<file path="src/rtl/div_seq_pkg.sv">
// -----------------------------------------------------------------------------
// div_seq_pkg
// Shared definitions for the sequential radix-4 divider (div_seq).
//
// Contents:
//   div_state_e   - FSM state encodings DIV_IDLE .. DIV_DONE
//   DIV_ITERS     - number of radix-4 iterations for a 32-bit quotient
//   DIV_LAST_STEP - counter value on the final iteration
//   DIV_START     - level of div_start_i that requests a divide
//   DIV_READY     - level of ready_o that marks a valid result
//   abs32()       - magnitude of a 32-bit operand, honouring signedness
// -----------------------------------------------------------------------------
package div_seq_pkg;

  typedef enum logic [2:0] {
    DIV_IDLE = 3'd0,
    DIV_PREP = 3'd1,
    DIV_ITER = 3'd2,
    DIV_FIX  = 3'd3,
    DIV_DONE = 3'd4
  } div_state_e;

  // Two quotient bits per iteration, 32 quotient bits in total.
  localparam int         DIV_ITERS     = 16;
  localparam logic [4:0] DIV_LAST_STEP = 5'(DIV_ITERS - 1);

  localparam logic DIV_START = 1'b1;
  localparam logic DIV_READY = 1'b1;

  // Magnitude of an operand. An unsigned operand is already its own
  // magnitude; 0x80000000 in signed mode maps to 0x80000000, which is the
  // correct unsigned magnitude of -2^31.
  function automatic logic [31:0] abs32(input logic [31:0] value,
                                        input logic        is_signed);
    return (is_signed && value[31]) ? (~value + 32'd1) : value;
  endfunction

endpackage

</file>
<file path="src/rtl/div_seq_r4_step.sv">
// -----------------------------------------------------------------------------
// div_r4_step
// One combinational radix-4 restoring-division step.
//
// The shifted candidate {rem_in, bits_in} is compared against 1x, 2x and 3x
// the divisor; the largest multiple that still fits is subtracted and its
// multiplier becomes the 2-bit quotient digit.
//
// Ports:
//   rem_in   in  34  partial remainder before this step
//   bits_in  in   2  next two dividend bits shifted in from the right
//   divisor  in  32  divisor magnitude
//   rem_out  out 34  partial remainder after this step (always < divisor)
//   digit    out  2  quotient digit produced by this step
// -----------------------------------------------------------------------------
module div_r4_step (
  input  logic [33:0] rem_in,
  input  logic [1:0]  bits_in,
  input  logic [31:0] divisor,
  output logic [33:0] rem_out,
  output logic [1:0]  digit
);

  logic [35:0] cand;
  logic [33:0] div_x1;
  logic [33:0] div_x2;
  logic [33:0] div_x3;

  // 3x a 32-bit value needs 34 bits, so every multiple is held at 34 bits.
  // The candidate is kept at full 36-bit width for the comparisons so that
  // no remainder bit is silently dropped.
  assign cand   = {rem_in, bits_in};
  assign div_x1 = {2'b00, divisor};
  assign div_x2 = {1'b0, divisor, 1'b0};
  assign div_x3 = div_x1 + div_x2;

  // Pick the largest multiple not exceeding the candidate. Because the
  // resulting remainder is below the divisor, the subtraction can be done
  // in 34 bits without losing information.
  always_comb begin
    digit   = 2'd0;
    rem_out = cand[33:0];
    if (cand >= {2'b00, div_x3}) begin
      digit   = 2'd3;
      rem_out = cand[33:0] - div_x3;
    end else if (cand >= {2'b00, div_x2}) begin
      digit   = 2'd2;
      rem_out = cand[33:0] - div_x2;
    end else if (cand >= {2'b00, div_x1}) begin
      digit   = 2'd1;
      rem_out = cand[33:0] - div_x1;
    end
  end

endmodule

</file>
<file path="src/rtl/div_seq.sv">
// -----------------------------------------------------------------------------
// div_seq
// Multi-cycle divider for DIV / DIVU in the execute stage. Holds the
// pipeline with stallreq_o while it runs 16 radix-4 iterations, then
// presents {remainder, quotient} on hilo_o until the stage advances.
//
// Latency from an accepted start: 19 cycles to ready_o, 1 cycle for a
// zero divisor.
//
// Build option:
//   DIV_EARLY_EXIT_EN - when defined, an operation with |op1| < |op2| skips
//                       the iterations entirely (ready after 3 cycles).
//
// Ports:
//   cpu_clk_50M  in   1  clock, rising edge
//   cpu_rst      in   1  asynchronous active-high reset
//   div_start_i  in   1  divide requested, held high while stalled
//   signed_i     in   1  1 = DIV, 0 = DIVU (latched at start)
//   op1_i        in  32  dividend (latched at start)
//   op2_i        in  32  divisor (latched at start)
//   flush_i      in   1  kill any operation in flight
//   exe_adv_i    in   1  execute stage advances, releasing the result
//   stallreq_o   out  1  stall request to the pipeline controller
//   ready_o      out  1  hilo_o is valid
//   hilo_o       out 64  {remainder, quotient}; zero unless ready_o
//   busy_o       out  1  divider is not idle
// -----------------------------------------------------------------------------
module div_seq
  import div_seq_pkg::*;
(
  input  logic        cpu_clk_50M,
  input  logic        cpu_rst,
  input  logic        div_start_i,
  input  logic        signed_i,
  input  logic [31:0] op1_i,
  input  logic [31:0] op2_i,
  input  logic        flush_i,
  input  logic        exe_adv_i,
  output logic        stallreq_o,
  output logic        ready_o,
  output logic [63:0] hilo_o,
  output logic        busy_o
);

  div_state_e  state;
  div_state_e  state_next;

  logic [4:0]  count;
  // [65:32] running remainder, [31:0] dividend bits still to be consumed on
  // the left and quotient digits collected on the right.
  logic [65:0] part_rem;
  logic [31:0] op1_q;
  logic [31:0] op2_q;
  logic        signed_q;
  logic [31:0] divisor_q;
  logic [63:0] result_q;

  logic        start_req;
  logic        start_accept;
  logic [31:0] abs_op1;
  logic [31:0] abs_op2;
  logic        early_exit;
  logic [33:0] step_rem;
  logic [1:0]  step_digit;
  logic        neg_quo;
  logic        neg_rem;
  logic [31:0] raw_quo;
  logic [31:0] raw_rem;
  logic [31:0] fixed_quo;
  logic [31:0] fixed_rem;

  assign start_req    = (div_start_i == DIV_START);
  // A flush in the same cycle as a start wins; nothing is latched.
  assign start_accept = start_req && !flush_i;

  assign abs_op1 = abs32(op1_q, signed_q);
  assign abs_op2 = abs32(op2_q, signed_q);

`ifdef DIV_EARLY_EXIT_EN
  // Dividend smaller than divisor: quotient is 0 and the remainder is the
  // dividend magnitude, so the iterations can be skipped.
  assign early_exit = (abs_op1 < abs_op2);
`else
  assign early_exit = 1'b0;
`endif

  div_r4_step u_step (
    .rem_in  (part_rem[65:32]),
    .bits_in (part_rem[31:30]),
    .divisor (divisor_q),
    .rem_out (step_rem),
    .digit   (step_digit)
  );

  // Sign correction: the quotient is negative when the operand signs
  // differ, the remainder always takes the sign of the dividend. The
  // -2^31 / -1 case falls out naturally as quotient 0x80000000.
  assign raw_quo   = part_rem[31:0];
  assign raw_rem   = part_rem[63:32];
  assign neg_quo   = signed_q && (op1_q[31] ^ op2_q[31]);
  assign neg_rem   = signed_q && op1_q[31];
  assign fixed_quo = neg_quo ? (~raw_quo + 32'd1) : raw_quo;
  assign fixed_rem = neg_rem ? (~raw_rem + 32'd1) : raw_rem;

  // State register.
  always_ff @(posedge cpu_clk_50M or posedge cpu_rst) begin
    if (cpu_rst) begin
      state <= DIV_IDLE;
    end else begin
      state <= state_next;
    end
  end

  // Next-state logic. A flush overrides every other transition and drops
  // whatever was in flight.
  always_comb begin
    state_next = state;
    case (state)
      DIV_IDLE: begin
        if (start_accept) begin
          state_next = (op2_i == 32'd0) ? DIV_DONE : DIV_PREP;
        end
      end
      DIV_PREP: begin
        state_next = early_exit ? DIV_FIX : DIV_ITER;
      end
      DIV_ITER: begin
        if (count == DIV_LAST_STEP) begin
          state_next = DIV_FIX;
        end
      end
      DIV_FIX: begin
        state_next = DIV_DONE;
      end
      DIV_DONE: begin
        if (exe_adv_i || !start_req) begin
          state_next = DIV_IDLE;
        end
      end
      default: begin
        state_next = DIV_IDLE;
      end
    endcase
    if (flush_i) begin
      state_next = DIV_IDLE;
    end
  end

  // Datapath. Operands are captured raw at start; magnitudes are taken in
  // PREP so the sign information is still available for the fix-up.
  // The result register is cleared on every accepted start, which also
  // gives the all-zero result for a zero divisor.
  always_ff @(posedge cpu_clk_50M or posedge cpu_rst) begin
    if (cpu_rst) begin
      count     <= 5'd0;
      part_rem  <= 66'd0;
      op1_q     <= 32'd0;
      op2_q     <= 32'd0;
      signed_q  <= 1'b0;
      divisor_q <= 32'd0;
      result_q  <= 64'd0;
    end else begin
      case (state)
        DIV_IDLE: begin
          if (start_accept) begin
            op1_q    <= op1_i;
            op2_q    <= op2_i;
            signed_q <= signed_i;
            result_q <= 64'd0;
          end
        end
        DIV_PREP: begin
          divisor_q <= abs_op2;
          count     <= 5'd0;
          if (early_exit) begin
            part_rem <= {2'b00, abs_op1, 32'd0};
          end else begin
            part_rem <= {34'd0, abs_op1};
          end
        end
        DIV_ITER: begin
          part_rem <= {step_rem, part_rem[29:0], step_digit};
          count    <= count + 5'd1;
        end
        DIV_FIX: begin
          result_q <= {fixed_rem, fixed_quo};
        end
        default: begin
        end
      endcase
    end
  end

  // The stall is combinational so it already covers the start cycle, and
  // it drops in DONE so the pipeline can pick up the result.
  assign stallreq_o = div_start_i && !flush_i && (state != DIV_DONE);
  assign ready_o    = (state == DIV_DONE) ? DIV_READY : ~DIV_READY;
  assign hilo_o     = (state == DIV_DONE) ? result_q : 64'd0;
  assign busy_o     = (state != DIV_IDLE);

endmodule

</file>
<file path="config.mk">
export PLATFORM = sky130hd
export DESIGN_NAME = div_seq
export DESIGN_NICKNAME = d
export VERILOG_FILES = /design/src/rtl/div_seq_pkg.sv /design/src/rtl/div_seq_r4_step.sv /design/src/rtl/div_seq.sv
export SDC_FILE = /design/constraint.sdc
export NUM_CORES = 1
export LEC_CHECK = 0
export ABC_AREA = 0
export ABC_CLOCK_PERIOD_IN_PS = 9220
export CAP_MARGIN = 0
export CORE_ASPECT_RATIO = 1.4
export CORE_MARGIN = 3
export CORE_UTILIZATION = 55
export DETAILED_ROUTE_END_ITERATION = 8
export PLACE_DENSITY_LB_ADDON = 0.05
export SLEW_MARGIN = 0
export SYNTH_ARGS = -nofsm -noshare
export SYNTH_HDL_FRONTEND = slang
export SYNTH_HIERARCHICAL = 1
export SYNTH_SLANG_ARGS = --single-unit
</file>
<file path="constraint.sdc">
create_clock -name cpu_clk_50M -period 9.22 [get_ports cpu_clk_50M]
set_input_delay 2.305 -clock cpu_clk_50M [delete_from_list [all_inputs] [get_ports cpu_clk_50M]]
set_output_delay 2.305 -clock cpu_clk_50M [all_outputs]
set_load 0.02 [all_outputs]
</file>
==> qor.yml, run 1 <==
status: "completed"
core_sq_um: 35000
finClkSkew_ns: 0.0137
grt_use_total: 0.325
route.detailed.drc: 0
antenna_found_initial: 2
worstMarginPinSlew_ns: 1.14
num_rows: 81
overflow: 0
cap_viol_max_count: 0
synthTopCellsByCount: "235 x dfrtp_1, 220 x nand2_1, 192 x o21ai_0, 152 x a21oi_1, 147 x nor2_1"
io_pins: 137
synth_area_leader_cell: "dfrtp_1"
clock_path_buffers: 3
max-slew-margin-rel: 0.236
vias: 18000
ys_types: 83
finish.instance_area_sq_um: 22000
synth_top_area_frac: 0.302
synth_cells: 2309
portBuffers: 136
period_share: 0.652
hold_slack_ns: 0.474
critical_path_peak_fanout: 5
r2r-start: "divisor_q[1]$_DFFE_PP0P_"
routed_wirelength_mm: 62.8
hpwl_mm: 48.0
critPathLaunchType: "input port"
pre_cts_slack_ns: 3.20
placed_area_sq_um: 21100
hold_buffers: 0
clock_sinks: 235
synth-seq-cells: 235
setup_viol: 0
ant_nets: 0
firstDrtPassIters: 7
drt_iter0_drc: 1275
fmax_mhz: 166
rr_endpoint: "part_rem[63]$_DFFE_PP0P_"
synth.net_count: 2518
ff2ff_path_depth: 23
hold_viol: 0
holdPathStages: 2
wl_per_cell_um: 22.1
top_layer: "met4"
cts_tree: "done"
tns_ns: 0
post_drt_via_cell_ratio: 6.33
slew_viol_final: 0
worst_hold_path_type: "flip-flop to flip-flop"
path_clk_slew_ns: 0.06
cts_max_level: 1
synth-main-ff-cell: "dfrtp_1"
synth_edf_count: 0
synth.most_common_cell: "dfrtp_1"
crit_arrival_ns: 3.71
die_area_sq_um: 37800
wl_met2_mm: 31.4
syn_to_final_growth_pct: 12.7
wl_met1_mm: 22.9
met3_length_mm: 2.86
fin_nets: 2584
final_layout_size_suffix_gt1_frac: 0.0698
regToRegSetupSlack_ns: 3.34
grt_max_degree: 148
layout_min_cycle_time_ns: 6.01
grt_pass1_vias: 17800
clk_latency_ns: 0.55
cts_made_buffers: 24
min_from: "result_q[14]$_DFFE_PP0P_"
die_x_um: 165
crit_type: "input port to primary output"
cts_resized: 0
gp_congestion: 0.952
hold_end: "result_q[14]$_DFFE_PP0P_"
grt_first_pass_wirelength_mm: 95.6
synth_area_sq_um: 19500
yosysWarnings: 6
endpoint_kind: "primary output"
post_cts_buffers: 0
synth-seq-area-share: 0.302
die_h_um: 229
async_flop_share: 1.00
netlist_top_cells_area: "dfrtp_1 30%, ha_1 8.7%, xnor2_1 5.3%, o21ai_0 4.9%, xor2_1 4.3%"
cts-root-buf: "clkbuf_16"
initial_core_util: 0.558
rsz0062_at_grt: "false"
layout_setup_ws_ns: 3.21
crit_required_ns: 6.92
avgSynthCellArea_sq_um: 8.44
cell families after synthesis:
| group | synth area share |
|---|---|
| adders and majority gates | 0.0907 |
| and+or+nand+nor | 0.189 |
| muxes | 0.0558 |
| buffers and inverters | 0.0386 |
| AOI/OAI and AO/OA | 0.229 |
| DFF | 0.302 |
| xor gates and xnor gates | 0.0957 |
layout make-up:
class	instances	area, sq um
inverter	80	308
fill	3178	13000
clock inverter	9	146
timing repair buffer	151	1490
antenna	1	2.50
tap	456	571
sequential	235	5880
clock buffer	33	684
multi-input combinational	1883	12900
flip-flops by register name, indices dropped and copies added (netlist names):
name	cells
count	5
divisor_q	32
signed_q	1
state	3
op2_q	32
result_q	64
op1_q	32
part_rem	66
layer usage:
| metal | up-vias | global-route usage |
|---|---|---|
| met5 | - | 0 |
| met1 | 8656 | 0.350 |
| met3 | 236 | 0.0470 |
| li1 | 8543 | - |
| met4 | 0 | 0.243 |
| met2 | 594 | 0.566 |
cells in the final DEF, fill, tap and decap left out, types with 22 or more instances in the layout:
| master | instances |
|---|---|
| clkdlybuf4s50_1 | 136 |
| dfrtp_1 | 235 |
| nand2_1 | 218 |
| a21oi_1 | 152 |
| and2_1 | 78 |
| a211oi_1 | 26 |
| mux2i_1 | 31 |
| nand3_1 | 57 |
| nor3_1 | 46 |
| xnor2_1 | 118 |
| nor4_1 | 34 |
| a22o_1 | 30 |
| nand4_1 | 22 |
| a22oi_1 | 34 |
| nor2_1 | 146 |
| clkbuf_16 | 24 |
| xor2_1 | 95 |
| ha_1 | 135 |
| a31oi_1 | 25 |
| mux2_2 | 68 |
| o211ai_1 | 24 |
| nand2b_1 | 24 |
| inv_1 | 79 |
| a21o_1 | 58 |
| o31ai_1 | 28 |
| o21ai_0 | 192 |
worst max-delay path by stage:
| stage | from | endpoint | slack, ns | depth (start not counted) |
|---|---|---|---|---|
| after global placement | div_start_i | stallreq_o | 3.22 | 4 |
| after floorplan | cpu_rst | count[0]$_DFFE_PP0P_ | 0.47 | 1 |
| after global routing | divisor_q[1]$_DFFE_PP0P_ | part_rem[65]$_DFFE_PP0P_ | 2.63 | 23 |
| final | div_start_i | stallreq_o | 3.21 | 4 |
| after CTS | div_start_i | stallreq_o | 3.20 | 4 |
| after detailed placement | div_start_i | stallreq_o | 3.20 | 4 |
through the flow:
| step | util | cells |
|---|---|---|
| after detailed placement | 0.605 | 2805 |
| after CTS | 0.628 | 2847 |
| after global placement | 0.605 | 2805 |
| after global routing | 0.628 | 2847 |
| final | 0.629 | 2848 |
| after floorplan | - | 2309 |
worst max-delay path, stage by stage:
cell and delay [ns]:
clkdlybuf4s50_1 0.58, nand2b_1 0.10, nor2_1 0.12, clkdlybuf4s50_1 0.61
Power of run 1 is left out: the tool's default activity adds up to more than one toggle a clock period on the data nets, which glitch-free logic cannot reach.
==> inputs of run 2 (changes only) <==
--- a/config.mk
+++ b/config.mk
@@ -6,7 +6,7 @@
 export NUM_CORES = 1
 export LEC_CHECK = 0
 export ABC_AREA = 0
-export ABC_CLOCK_PERIOD_IN_PS = 9220
+export ABC_CLOCK_PERIOD_IN_PS = 5470
 export CAP_MARGIN = 0
 export CORE_ASPECT_RATIO = 1.4
 export CORE_MARGIN = 3
==> constraint.sdc (replaced) <==
create_clock -name cpu_clk_50M -period 5.47 [get_ports cpu_clk_50M]
set_input_delay 1.3675 -clock cpu_clk_50M [delete_from_list [all_inputs] [get_ports cpu_clk_50M]]
set_output_delay 1.3675 -clock cpu_clk_50M [all_outputs]
set_load 0.02 [all_outputs]
==> qor.yml, run 2 (synthesis gave the netlist of run 1 again) <==
drt_iter0_drc: 1220  # -4.3%
crit_required_ns: 5.91  # -1.01 ns
critical_path_peak_fanout: 5  # unchanged
die_x_um: 165  # unchanged
layout_min_cycle_time_ns: 5.21
holdPathStages: 2  # unchanged
path_clk_slew_ns: 0.06  # about the same
die_h_um: 229  # unchanged
vias: 18200  # +0.78%
post_drt_via_cell_ratio: 6.32  # -0.20%
tns_ns: 0  # unchanged
cts-root-buf: "clkbuf_16"
top_regs: "part_rem (66), result_q (64)"
gp_congestion: 0.977  # +2.7%
die_area_sq_um: 37800  # unchanged
finClkSkew_ns: 0.0282  # +0.0145 ns
placed_area_sq_um: 21300  # +0.88%
fin_nets: 2609  # +0.97%
clock_path_buffers: 3  # unchanged
crit_buf_inv: 0  # -2
grt_use_total: 0.329  # +0.00326
max-slew-margin-rel: 0.261  # +0.0249
largest_reg_flops: 66  # unchanged
initial_core_util: 0.558  # unchanged
firstDrtPassIters: 5  # -2
post_cts_buffers: 0  # unchanged
worstPathCellList: "ha_1 -> a2111oi_0 -> o2bb2ai_1 -> nor2_1 -> o21a_1 -> o21ai_1 -> a21oi_1 -> o21ai_0 -> nand2b_1 -> xnor2_1 -> ha_1 -> and3_1 -> nand3_1 -> o21bai_2 -> a31oi_1 -> o31a_1 -> nor2_1 -> a31oi_1 -> xnor2_1 -> mux2_2 -> a22o_1"
grt_pass1_vias: 18100  # +1.6%
cts_max_level: 1  # unchanged
clk_latency_ns: 0.57  # +0.02 ns
final_cell_mix: "234 x dfrtp_1, 218 x nand2_1, 189 x o21ai_0"
clock_sinks: 235  # unchanged
top_register: "part_rem"
crit_arrival_ns: 5.66  # +1.95 ns
regArea_sq_um: 5880  # about the same
cp.depth: 21  # +17
critPathLaunchType: "flip-flop"
layout_commonest_cell: "dfrtp_1"
cap_viol_max_count: 0  # unchanged
worst_hold_path_type: "flip-flop to flip-flop"
n_fill_cell: 3105  # -2.3%
antenna_found_initial: 0  # -2
ant_nets: 0  # unchanged
core_sq_um: 35000  # unchanged
cts_tree: "done"
endpoint_kind: "flip-flop"
hold_slack_ns: 0.472  # -0.00175 ns
fmax_mhz: 192
portBuffers: 136  # unchanged
routed_wirelength_mm: 63.5  # +1.1%
critPathMaxStageDelay_ns: 0.59  # -0.02 ns
route.detailed.drc: 0  # unchanged
grt_max_degree: 115  # -22%
wl_per_cell_um: 22.1  # +0.14%
final_layout_size_suffix_gt1_frac: 0.0884  # +0.0186
diodes: 0  # -1
syn_to_final_growth_pct: 14.4
status: "completed"
finish.instance_area_sq_um: 22300  # +1.5%
fin_cells: 2876  # +0.98%
crit_type: "flip-flop to flip-flop"
slowest_stage: "a2111oi_0"
num_rows: 81  # unchanged
slew_viol_final: 0  # unchanged
dp.cells: 2827  # +0.78%
worstMarginPinSlew_ns: 1.11  # -0.0332 ns
hold_viol: 0  # unchanged
grt_first_pass_wirelength_mm: 97.3  # +1.8%
cts_made_buffers: 26  # +8.3%
ff2ff_path_depth: 21  # -8.7%
multi_input_area_sq_um: 13000  # +0.55%
io_pins: 137  # unchanged
period_share: 0.953
setup_viol: 0  # unchanged
overflow: 0  # unchanged
hpwl_mm: 48.4  # +0.90%
critPathTopFamily: "compound AO/OA/AOI/OAI gates"
==> run 2: cell count changes in the layout (fill, tap and decap cells not counted), moves of 3 or more <==
cell	change
buf_4	+20
clkinvlp_4	+5
a21oi_1	-3
a21oi_2	+3
clkbuf_16	+3
clkinv_2	+3
o21ai_0	-3
==> run 2: final timing paths <==
kind,start,endpoint,slack (ns)
setup / recovery,divisor_q[11]$_DFFE_PP0P_,part_rem[63]$_DFFE_PP0P_,0.26
hold / removal,result_q[43]$_DFFE_PP0P_,result_q[43]$_DFFE_PP0P_,0.47
setup reg to reg,divisor_q[11]$_DFFE_PP0P_,part_rem[63]$_DFFE_PP0P_,0.26
hold reg to reg,result_q[43]$_DFFE_PP0P_,result_q[43]$_DFFE_PP0P_,0.47
max in group asynchronous,cpu_rst,op2_q[9]$_DFFE_PP0P_,3.42
min in group asynchronous,cpu_rst,result_q[53]$_DFFE_PP0P_,1.10
==> run 2: final cells by class <==
cell class,instances,share of cell area
Clock inverter,15,0.00724
Tap cell,456,0.0256
Clock buffer,33,0.0317
Timing Repair Buffer,174,0.0763
Sequential cell,235,0.264
Inverter,80,0.0136
Multi-Input combinational cell,1883,0.582
==> run 2: metal layers <==
metal	wire length (um)	share of wire	global-route usage	vias up
met5	0	0	0	-
met4	6510	0.10	0.273	0
met3	2800	0.044	0.0354	272
met2	31300	0.49	0.565	621
met1	22900	0.36	0.356	8671
li1	-	-	-	8605
==> run 2: metrics by stage <==
step	setup slack (ns)	utilization
2_1_floorplan	0.626	-
3_3_place_gp	0.286	0.610
3_5_place_dp	0.188	0.610
4_1_cts	0.163	0.635
5_1_grt	-0.0495	0.638
6_report	0.255	0.638
==> run 2: worst reg2reg max path, cell delays in order, from the launching register on <==
cell       delay (ns)
dfrtp_1          0.43
ha_1             0.34
a2111oi_0        0.59
o2bb2ai_1        0.30
nor2_1           0.07
o21a_1           0.19
o21ai_1          0.20
a21oi_1          0.09
o21ai_0          0.16
nand2b_1         0.08
xnor2_1          0.13
ha_1             0.36
and3_1           0.19
nand3_1          0.19
o21bai_2         0.28
a31oi_1          0.16
o31a_1           0.34
nor2_1           0.23
a31oi_1          0.13
xnor2_1          0.15
mux2_2           0.27
a22o_1           0.20
==> run 2: timing repair <==
item / 4_1_cts / 5_1_grt
setup endpoints to repair: 0 / 35
resized for setup: 0 / 23
hold buffers: 0 / 0
Power of run 2 is left out for the same reason.
